[src/rtl/replica_pkg.sv]
// Shared replica-chain types, plus the host word packing used by the ordering read and write paths.
// A host word holds one city index per byte, city i in byte 7-i, with bit 7 of each byte always 0.
package replica_pkg;

   localparam int city_num     = 8;
   localparam int city_bits    = 7;
   localparam int city_div_log = 3;

   typedef logic [city_num-1:0][city_bits-1:0] replica_data_t;
   typedef logic [7:0][7:0]                    host_word_t;

   function automatic host_word_t pack_ordering(input replica_data_t word);
      host_word_t host;
      for (int i = 0; i < city_num; i++) begin
         host[city_num-1-i] = {1'b0, word[i]};
      end
      return host;
   endfunction

endpackage

[src/rtl/node_rd_fifo.sv]
// Synchronous word FIFO with a registered head: a push into an empty FIFO shows on head one cycle later.
// full blocks pushes regardless of a same-cycle pop; pops of an empty FIFO are ignored.
module ordering_fifo
   import replica_pkg::*;
#(
   parameter int  DEPTH = 4,
   parameter type T     = replica_data_t
) (
   input  logic clk,
   input  logic reset,
   input  logic push,
   input  T     push_data,
   input  logic pop,
   output logic full,
   output logic empty,
   output logic head_valid,
   output T     head_data
);

   localparam int AW = $clog2(DEPTH);

   T               mem [DEPTH];
   logic [AW:0]    wr_ptr;
   logic [AW:0]    rd_ptr;
   logic [AW:0]    wr_next;
   logic [AW:0]    rd_next;
   logic           do_push;
   logic           do_pop;

   // Pointer MSB differs only when the write side has lapped the read side.
   assign full    = (wr_ptr[AW] != rd_ptr[AW]) && (wr_ptr[AW-1:0] == rd_ptr[AW-1:0]);
   assign empty   = (wr_ptr == rd_ptr);
   assign do_push = push && !full;
   assign do_pop  = pop && !empty;
   assign wr_next = wr_ptr + {{AW{1'b0}}, do_push};
   assign rd_next = rd_ptr + {{AW{1'b0}}, do_pop};

   always_ff @(posedge clk) begin
      if (reset) begin
         wr_ptr     <= '0;
         rd_ptr     <= '0;
         head_valid <= 1'b0;
         head_data  <= '0;
      end else begin
         wr_ptr     <= wr_next;
         rd_ptr     <= rd_next;
         head_valid <= (wr_next != rd_next);
         // The incoming word bypasses memory when it becomes the new head.
         if (wr_next == rd_next) begin
            head_data <= '0;
         end else if (do_push && (wr_ptr == rd_next)) begin
            head_data <= push_data;
         end else begin
            head_data <= mem[rd_next[AW-1:0]];
         end
      end
   end

   always_ff @(posedge clk) begin
      if (do_push) begin
         mem[wr_ptr[AW-1:0]] <= push_data;
      end
   end

endmodule

[src/rtl/node_rd.sv]
// Host read side of the node ordering: one exchange_shift per node, chain words buffered, repacked to bytes.
// Empty-FIFO latency is one cycle; in_ready drops only when the FIFO is full; stray chain words set a sticky error.
module node_rd
   import replica_pkg::*;
#(
   parameter int DEPTH = 4
) (
   input  logic                    clk,
   input  logic                    reset,
   input  logic [city_div_log-1:0] ordering_num,
   input  logic                    ordering_read,
   input  logic                    in_valid,
   input  replica_data_t           in_data,
   output logic                    in_ready,
   output logic                    exchange_shift,
   output logic                    ordering_rvalid,
   output host_word_t              ordering_rdata,
   output logic                    read_busy,
   output logic                    ordering_err
);

   typedef enum logic [1:0] {IDLE, REQ, STREAM} state_t;

   localparam logic [city_div_log:0]   IN_ONE = {{city_div_log{1'b0}}, 1'b1};
   localparam logic [city_div_log-1:0] RD_ONE = {{(city_div_log-1){1'b0}}, 1'b1};

   state_t                  state;
   state_t                  state_next;
   logic [city_div_log-1:0] num_q;
   logic [city_div_log-1:0] rd_cnt;
   logic [city_div_log:0]   in_cnt;
   logic [city_div_log:0]   burst_len;
   logic                    in_done;
   logic                    push;
   logic                    pop;
   logic                    stray;
   logic                    fifo_full;
   logic                    fifo_empty;
   replica_data_t           head_data;

   assign burst_len = {1'b0, num_q} + IN_ONE;
   assign in_done   = (in_cnt == burst_len);
   assign push      = (state == STREAM) && in_valid && !fifo_full && !in_done;
   assign pop       = (state == STREAM) && ordering_read && ordering_rvalid;
   // Any chain word outside the requested burst window is dropped and flagged.
   assign stray     = in_valid && ((state != STREAM) || in_done);
   assign in_ready  = !fifo_full;
   assign read_busy = (state != IDLE);

   ordering_fifo #(
      .DEPTH (DEPTH),
      .T     (replica_data_t)
   ) u_fifo (
      .clk        (clk),
      .reset      (reset),
      .push       (push),
      .push_data  (in_data),
      .pop        (pop),
      .full       (fifo_full),
      .empty      (fifo_empty),
      .head_valid (ordering_rvalid),
      .head_data  (head_data)
   );

   assign ordering_rdata = pack_ordering(head_data);

   always_comb begin
      state_next     = state;
      exchange_shift = 1'b0;
      case (state)
         IDLE: begin
            if (ordering_read && fifo_empty) begin
               state_next = REQ;
            end
         end
         REQ: begin
            exchange_shift = 1'b1;
            state_next     = STREAM;
         end
         STREAM: begin
            if (pop && (rd_cnt == num_q)) begin
               state_next = IDLE;
            end
         end
         default: state_next = IDLE;
      endcase
   end

   always_ff @(posedge clk) begin
      if (reset) begin
         state        <= IDLE;
         num_q        <= '0;
         in_cnt       <= '0;
         rd_cnt       <= '0;
         ordering_err <= 1'b0;
      end else begin
         state <= state_next;
         if (state == REQ) begin
            num_q  <= ordering_num;
            in_cnt <= '0;
            rd_cnt <= '0;
         end else begin
            if (push) begin
               in_cnt <= in_cnt + IN_ONE;
            end
            if (pop) begin
               rd_cnt <= rd_cnt + RD_ONE;
            end
         end
         if (stray) begin
            ordering_err <= 1'b1;
         end
      end
   end

endmodule

[config.mk]
export PLATFORM = sky130hd
export DESIGN_NAME = node_rd
export DESIGN_NICKNAME = d
export VERILOG_FILES = /design/src/rtl/replica_pkg.sv /design/src/rtl/node_rd_fifo.sv /design/src/rtl/node_rd.sv
export SDC_FILE = /design/constraint.sdc
export NUM_CORES = 1
export LEC_CHECK = 0
export ABC_AREA = 1
export CORE_ASPECT_RATIO = 1.1
export CORE_MARGIN = 10
export CORE_UTILIZATION = 27
export DETAILED_ROUTE_END_ITERATION = 10
export GPL_TIMING_DRIVEN = 0
export PLACE_DENSITY = 0.46
export SETUP_SLACK_MARGIN = 0.05
export SYNTH_ARGS = -nofsm -noshare
export SYNTH_HDL_FRONTEND = slang
export SYNTH_SLANG_ARGS = --single-unit
export TNS_END_PERCENT = 1
[constraint.sdc]
create_clock -name clk -period 8 [get_ports clk]
set_clock_uncertainty 0.05 [all_clocks]
set_input_delay 1.6 -clock clk [delete_from_list [all_inputs] [get_ports clk]]
set_output_delay 1.6 -clock clk [all_outputs]
set_load 0.03 [all_outputs]
After elaboration in Yosys (flattened, before gate mapping)

Memories as Yosys holds them, arrays and structs flattened.
Cells that the tools add are included.

Flip-flop bits (word level): 76
Latch bits: 0
Bits in writable memories: 224
Memory bits (read-only): 0
Input bits: 63
Output and inout bits: 69
Logic and storage cells: 63
Memories: 1

Add/subtract/negate cells: 5
Multipliers: 0
Divide/modulo/power cells: 0
Magnitude comparators: 0
Eq/ne operators: 13
Shifts and indexed selects: 0
Muxes and demuxes: 7
Bitwise gates (word level): 0
Reduce and logical (&&, ||, !) cells: 21

Memory list:

| memory     | words | bits a word | read ports | clocked after Yosys merged registers in | write ports | RTL line           | source |
|---|---|---|---|---|---|---|---|
| u_fifo.mem | 4     | 56          | 1          | 0                                       | 1           | node_rd_fifo.sv:22 | `T mem [DEPTH];` |

Operators by type and width:

| kind                | count |
|---|---|
| $mux 56             | 1 |
| $eq 3x3->1          | 4 |
| $logic_and 1x1->1   | 12 |
| $add 3x1->3         | 2 |
| $pmux 2 s3          | 1 |
| $add 3x1->4 const B | 1 |
| $add 4x1->4 const B | 1 |
| $eq 4x4->1          | 1 |
| $mux 2              | 2 |
| $ne 2x2->1 const B  | 2 |
| $reduce_or 2->1     | 2 |
| $add 3x1->3 const B | 1 |
| $logic_not 1->1     | 3 |
| $mux 1              | 3 |
| $ne 3x3->1          | 1 |
| $eq 2x1->1 const B  | 1 |
| $eq 2x2->1          | 1 |
| $eq 2x2->1 const B  | 1 |
| $logic_not 2->1     | 1 |
| $ne 2x1->1 const B  | 1 |
| $reduce_and 2->1    | 1 |
| $reduce_bool 2->1   | 1 |
| $logic_or 1x1->1    | 1 |
| $ne 1x1->1          | 1 |

Longest topological paths before layout

Word-level depth: 9
Gate-level depth with buffers: 20
Mapped depth without buffers: 18

Modules after synthesis

Synthesis repeated with hierarchy kept, for this count alone.

Cells, all modules: 1092
Area total of the unflattened synthesis: 11830.1 um^2

Modules (own cells, without submodules):

| module        | times used | cells an instance | area each (um^2) | sequential area each (um^2) |
|---|---|---|---|---|
| ordering_fifo | 1          | 979               | 10996.8          | 7987.7 |
| node_rd       | 1          | 113               | 833.3            | 260.2 |

Worst setup path after synthesis

OpenSTA, ideal clock, no wires.

Path kind: input to register
Start: input in_valid
End: memory u_fifo.mem[2][0] in the netlist's numbering, enable pin
Setup time: 539 ps
Data arrival time: 5855 ps
Data required time: 7411 ps
Path slack: 1556 ps
Stages on the path: 6
Path buffers: 0
Cell sequence: inv_1 nor2_1 nand2_1 inv_2 nand2_1 nor3_1

Cells in the longest elaborated chain, start to end: 6

RTL lines:

| element                        | RTL line           | source |
|---|---|---|
| start: declaration             | node_rd.sv:12      | `input logic in_valid,` |
| $logic_and 1x1->1 (3 in a row) | node_rd.sv:43      | `assign push = (state == STREAM) && in_valid && !fifo_full && !in_done;` |
| $logic_and 1x1->1              | node_rd_fifo.sv:33 | `assign do_push = push && !full;` |
| $mux 1                         | node_rd_fifo.sv:60 | `if (do_push) begin` |
| $mux 1 (not written as such)   | node_rd_fifo.sv:61 | `mem[wr_ptr[AW-1:0]] <= push_data;` |
| end: declaration               | node_rd_fifo.sv:22 |  |

Every way passes these cells.

Worst setup path after layout

Start: input in_valid
End: register u_fifo.head_data[6] in the netlist's numbering

Cells in the longest elaborated chain, start to end: 7
Elaborated cells between the ends (all ways): 9
Those cells by class: 1 x add/sub; 1 x eq/ne; 1 x mux; 6 x reduce/logical

RTL lines:

| element                        | RTL line           | source |
|---|---|---|
| $logic_and 1x1->1 (3 in a row) | node_rd.sv:43      |  |
| $logic_and 1x1->1              | node_rd_fifo.sv:33 |  |
| $add 3x1->3                    | node_rd_fifo.sv:35 | `assign wr_next = wr_ptr + {{AW{1'b0}}, do_push};` |
| net u_fifo.wr_next[1]          | node_rd_fifo.sv:25 | `logic [AW:0] wr_next;` |
| $eq 3x3->1                     | node_rd_fifo.sv:49 | `if (wr_next == rd_next) begin` |
| $reduce_or 2->1 (no line)      | --                 |  |
| end signal: assignment         | node_rd_fifo.sv:52 | `head_data <= push_data;` |
| end signal: assignment         | node_rd_fifo.sv:54 | `head_data <= mem[rd_next[AW-1:0]];` |
| end: declaration               | node_rd_fifo.sv:17 | `output T head_data` |

The timed path passes the listed nets, and every way through them passes these cells.
A chain may end at the register's enable or synchronous reset.

==> impl_metrics.yaml <==
logic_synthesis:
  post_synth_num_cell_types: 24
  cells_after_synthesis: 1085
  ys_seq_area_frac: 0.702
  synth.ff_latch_count: 300
  post_synth_instance_area_um2: 11700
  synth.avg_cell_area_um2: 10.8
  synth_warnings: 0
grt:
  globalRouteOverflowTotal: 0
  wire_length_of_the_first_global_routing_pass_mm: 49.6
  antenna_found_initial: 2
  grt_pass1_vias: 8233
  maximum_number_of_pins_on_one_net_before_global_route_repair: 15
  grt.total_usage: 0.123
floorplan:
  dieWidth_um: 219
  effective_utilization_at_floorplan: 0.272
  die_height_um: 239
  count_of_pins_on_the_block_boundary: 132
  die-area_um2: 52200
  num_rows: 80
  floorplan.core_area_um2: 43200
cts:
  postCtsSetupRepairBufs: 0
  number_of_sinks_handled_by_clock_tree_synthesis: 300
  cts_tree: "built"
  clockRootBuffer: "sky130_fd_sc_hd__clkbuf_16"
  worst_skew_pair.late_latency_ps: 530
  ctsHtreeMaxLevel: 2
  cts_hold_repair.buffers: 0
  clk_transition_reported_paths_ps: 50
  postCtsResizedCells: 0
  clock_tree.buffer_depth: 3
  number_of_cts_inserted_buffers: 35
cells_and_area:
  antenna_cells_inserted: 0
  most_common_library_cell_in_the_layout_ignoring_fill_and_taps: "sky130_fd_sc_hd__nor2_1"
  post_route_cells_drive_above_1_share: 0.103
  finish.utilization: 0.352
  layout.cells.most_common_list: "237 x sky130_fd_sc_hd__nor2_1, 224 x sky130_fd_sc_hd__edfxtp_1, 151 x sky130_fd_sc_hd__nand2_1"
  finish.net_count: 1348
  layout-area-overhead-vs-synth_pct: 29.6
sta:
  actual_transition_at_the_worst_max_transition_pin_ps: 954
  timing.slew.headroom: 0.361
  timing.final.ws_setup_ps: 3590
  finalWorstPathRequiredPeriod_ps: 4410
  final-setup-viol-count: 0
  timing.final.hold_violations: 0
  max_freq_mhz: 227
  setup_repair_after_global_routing_missed_its_margin: "false"
  final.period_utilization: 0.552
  maxSlewViolCount: 0
setup_path:
  crit_start: "in_valid"
  worstSetupPathType: "input pin to register"
  reg2reg_from: "num_q[0]"
  startpoint_type: "input pin"
  cp.required_ps: 8360
  critical_path_sink_type: "register"
  crit_fanout: 10
  worstPathArrival_ps: 4770
route:
  wl_per_cell_um: 17.4
  dr_total_vias: 8131
  dr.first_iter.drc_count: 435
  routed_wl_mm: 32.7
  detail_route.first_pass.iterations: 5
  antenna_left: 0
  vias_per_cell: 4.33
  post_route_drc_violation_count: 0
power:
  ir_worst_vdd_v: 0.000125
  power_density_nw_per_um2: 230
  static-leakage-power_nw: 5.78
place:
  placement.setup.worst_slack_ps: 3010
  gpl.final_weighted_congestion: 0.740
  place.port_buffers: 123
  dp_hpwl_mm: 22.5
flow_run:
  cap_viol_max_count: 0
worst_hold_path:
  start_point_of_the_worst_hold_path: "rd_cnt[2]"
  hp-class: "register to register"
run_status:
  run_status: "completed"
Yosys cell counts:
master / n / share of area
sky130_fd_sc_hd__nor2_1: 237 / 0.076
sky130_fd_sc_hd__buf_6: 3 / 0.0029
sky130_fd_sc_hd__nor2_4: 1 / 0.00096
sky130_fd_sc_hd__o22ai_1: 56 / 0.030
sky130_fd_sc_hd__ha_1: 7 / 0.0075
sky130_fd_sc_hd__nand3_1: 9 / 0.0038
sky130_fd_sc_hd__nand4_1: 11 / 0.0059
sky130_fd_sc_hd__a21oi_1: 11 / 0.0047
sky130_fd_sc_hd__edfxtp_1: 224 / 0.57
sky130_fd_sc_hd__nand3_2: 1 / 0.00085
sky130_fd_sc_hd__xor2_1: 3 / 0.0022
sky130_fd_sc_hd__conb_1: 1 / 0.00032
sky130_fd_sc_hd__buf_4: 8 / 0.0051
sky130_fd_sc_hd__xnor2_1: 6 / 0.0045
sky130_fd_sc_hd__nand2_1: 151 / 0.048
sky130_fd_sc_hd__nand3b_1: 1 / 0.00064
sky130_fd_sc_hd__nor3_1: 5 / 0.0021
sky130_fd_sc_hd__inv_2: 23 / 0.0074
sky130_fd_sc_hd__or2_2: 2 / 0.0011
sky130_fd_sc_hd__o21ai_0: 120 / 0.051
sky130_fd_sc_hd__dfxtp_1: 76 / 0.13
sky130_fd_sc_hd__inv_1: 76 / 0.024
sky130_fd_sc_hd__clkbuf_1: 39 / 0.012
sky130_fd_sc_hd__buf_2: 14 / 0.0060
final cells by class:
type                       instances  area, um^2
inverter                          99         372
buffer                            64         310
clock buffer                      46         980
sequential                       300        8250
timing repair buffer             149        1550
clock inverter                    18         178
tap                              574         718
fill                            4323       28000
multi-input combinational        629        2860
logic make-up after synthesis:
logic type                 count (synthesis)  synth area share
adders and majority gates                  7           0.00746
buffers and inverters                    163            0.0581
and+or+nand+nor                          418             0.139
other                                      1          0.000319
xor gates and xnor gates                   9           0.00671
AOI/OAI and AO/OA                        187            0.0857
DFF                                      300             0.702
registers in the layout, summed over array words and instances, names as in the netlist:
register,flops
in_cnt,4
num_q,3
ordering_err,1
rd_cnt,3
state,2
u_fifo.head_data,56
u_fifo.head_valid,1
u_fifo.mem,224
u_fifo.rd_ptr,3
u_fifo.wr_ptr,3
worst paths after layout:
path	to	slack [ps]	depth (start not counted)
hold reg to reg	rd_cnt[2]	420	1
setup reg to reg	u_fifo.head_data[6]	3960	15
hold / removal	rd_cnt[2]	420	1
setup / recovery	u_fifo.head_data[6]	3590	16
metrics by stage:
| stage | total power (W) | cells | instance area, um^2 | hold slack [ps] | TNS (ps) |
|---|---|---|---|---|---|
| finish | 0.00351 | 1879 | 15200 | 419 | 0 |
| global route | 0.00362 | 1879 | 15200 | 440 | 0 |
| CTS | 0.00356 | 1879 | 15200 | 420 | 0 |
| detailed placement | 0.00193 | 1815 | 14100 | 410 | 0 |
| global placement | 0.00193 | 1789 | 13700 | 402 | -621080 |
| floorplan | 0.00183 | 1092 | 11800 | 393 | 0 |
where the power goes:
| part | internal (W) | leakage, nW | switching (W) |
|---|---|---|---|
| Combinational | 0.0000770 | 2.58 | 0.000116 |
| Clock | 0.000965 | 0.569 | 0.000645 |
| Sequential | 0.00169 | 2.63 | 0.00000912 |
critical path, stage by stage:
cell	delay, ps
sky130_fd_sc_hd__clkdlybuf4s50_1	470
sky130_fd_sc_hd__inv_1	40
sky130_fd_sc_hd__nor2_1	90
sky130_fd_sc_hd__nand2_1	80
sky130_fd_sc_hd__inv_2	110
sky130_fd_sc_hd__nand2_1	230
sky130_fd_sc_hd__inv_1	180
sky130_fd_sc_hd__ha_1	170
sky130_fd_sc_hd__ha_1	250
sky130_fd_sc_hd__xor2_1	160
sky130_fd_sc_hd__a21oi_1	70
sky130_fd_sc_hd__a21oi_1	310
sky130_fd_sc_hd__buf_2	320
sky130_fd_sc_hd__buf_2	340
sky130_fd_sc_hd__nand2_1	90
sky130_fd_sc_hd__nor2_1	260
metal layers:
metal | global-route usage | up-vias | share of wire
met5 | 0 | - | 0.00067
met3 | 0.0268 | 52 | 0.052
met1 | 0.153 | 3871 | 0.44
li1 | - | 4028 | -
met4 | 0.0395 | 4 | 0.022
met2 | 0.208 | 176 | 0.48
No activity file was read; power rests on OpenSTA's default activity.
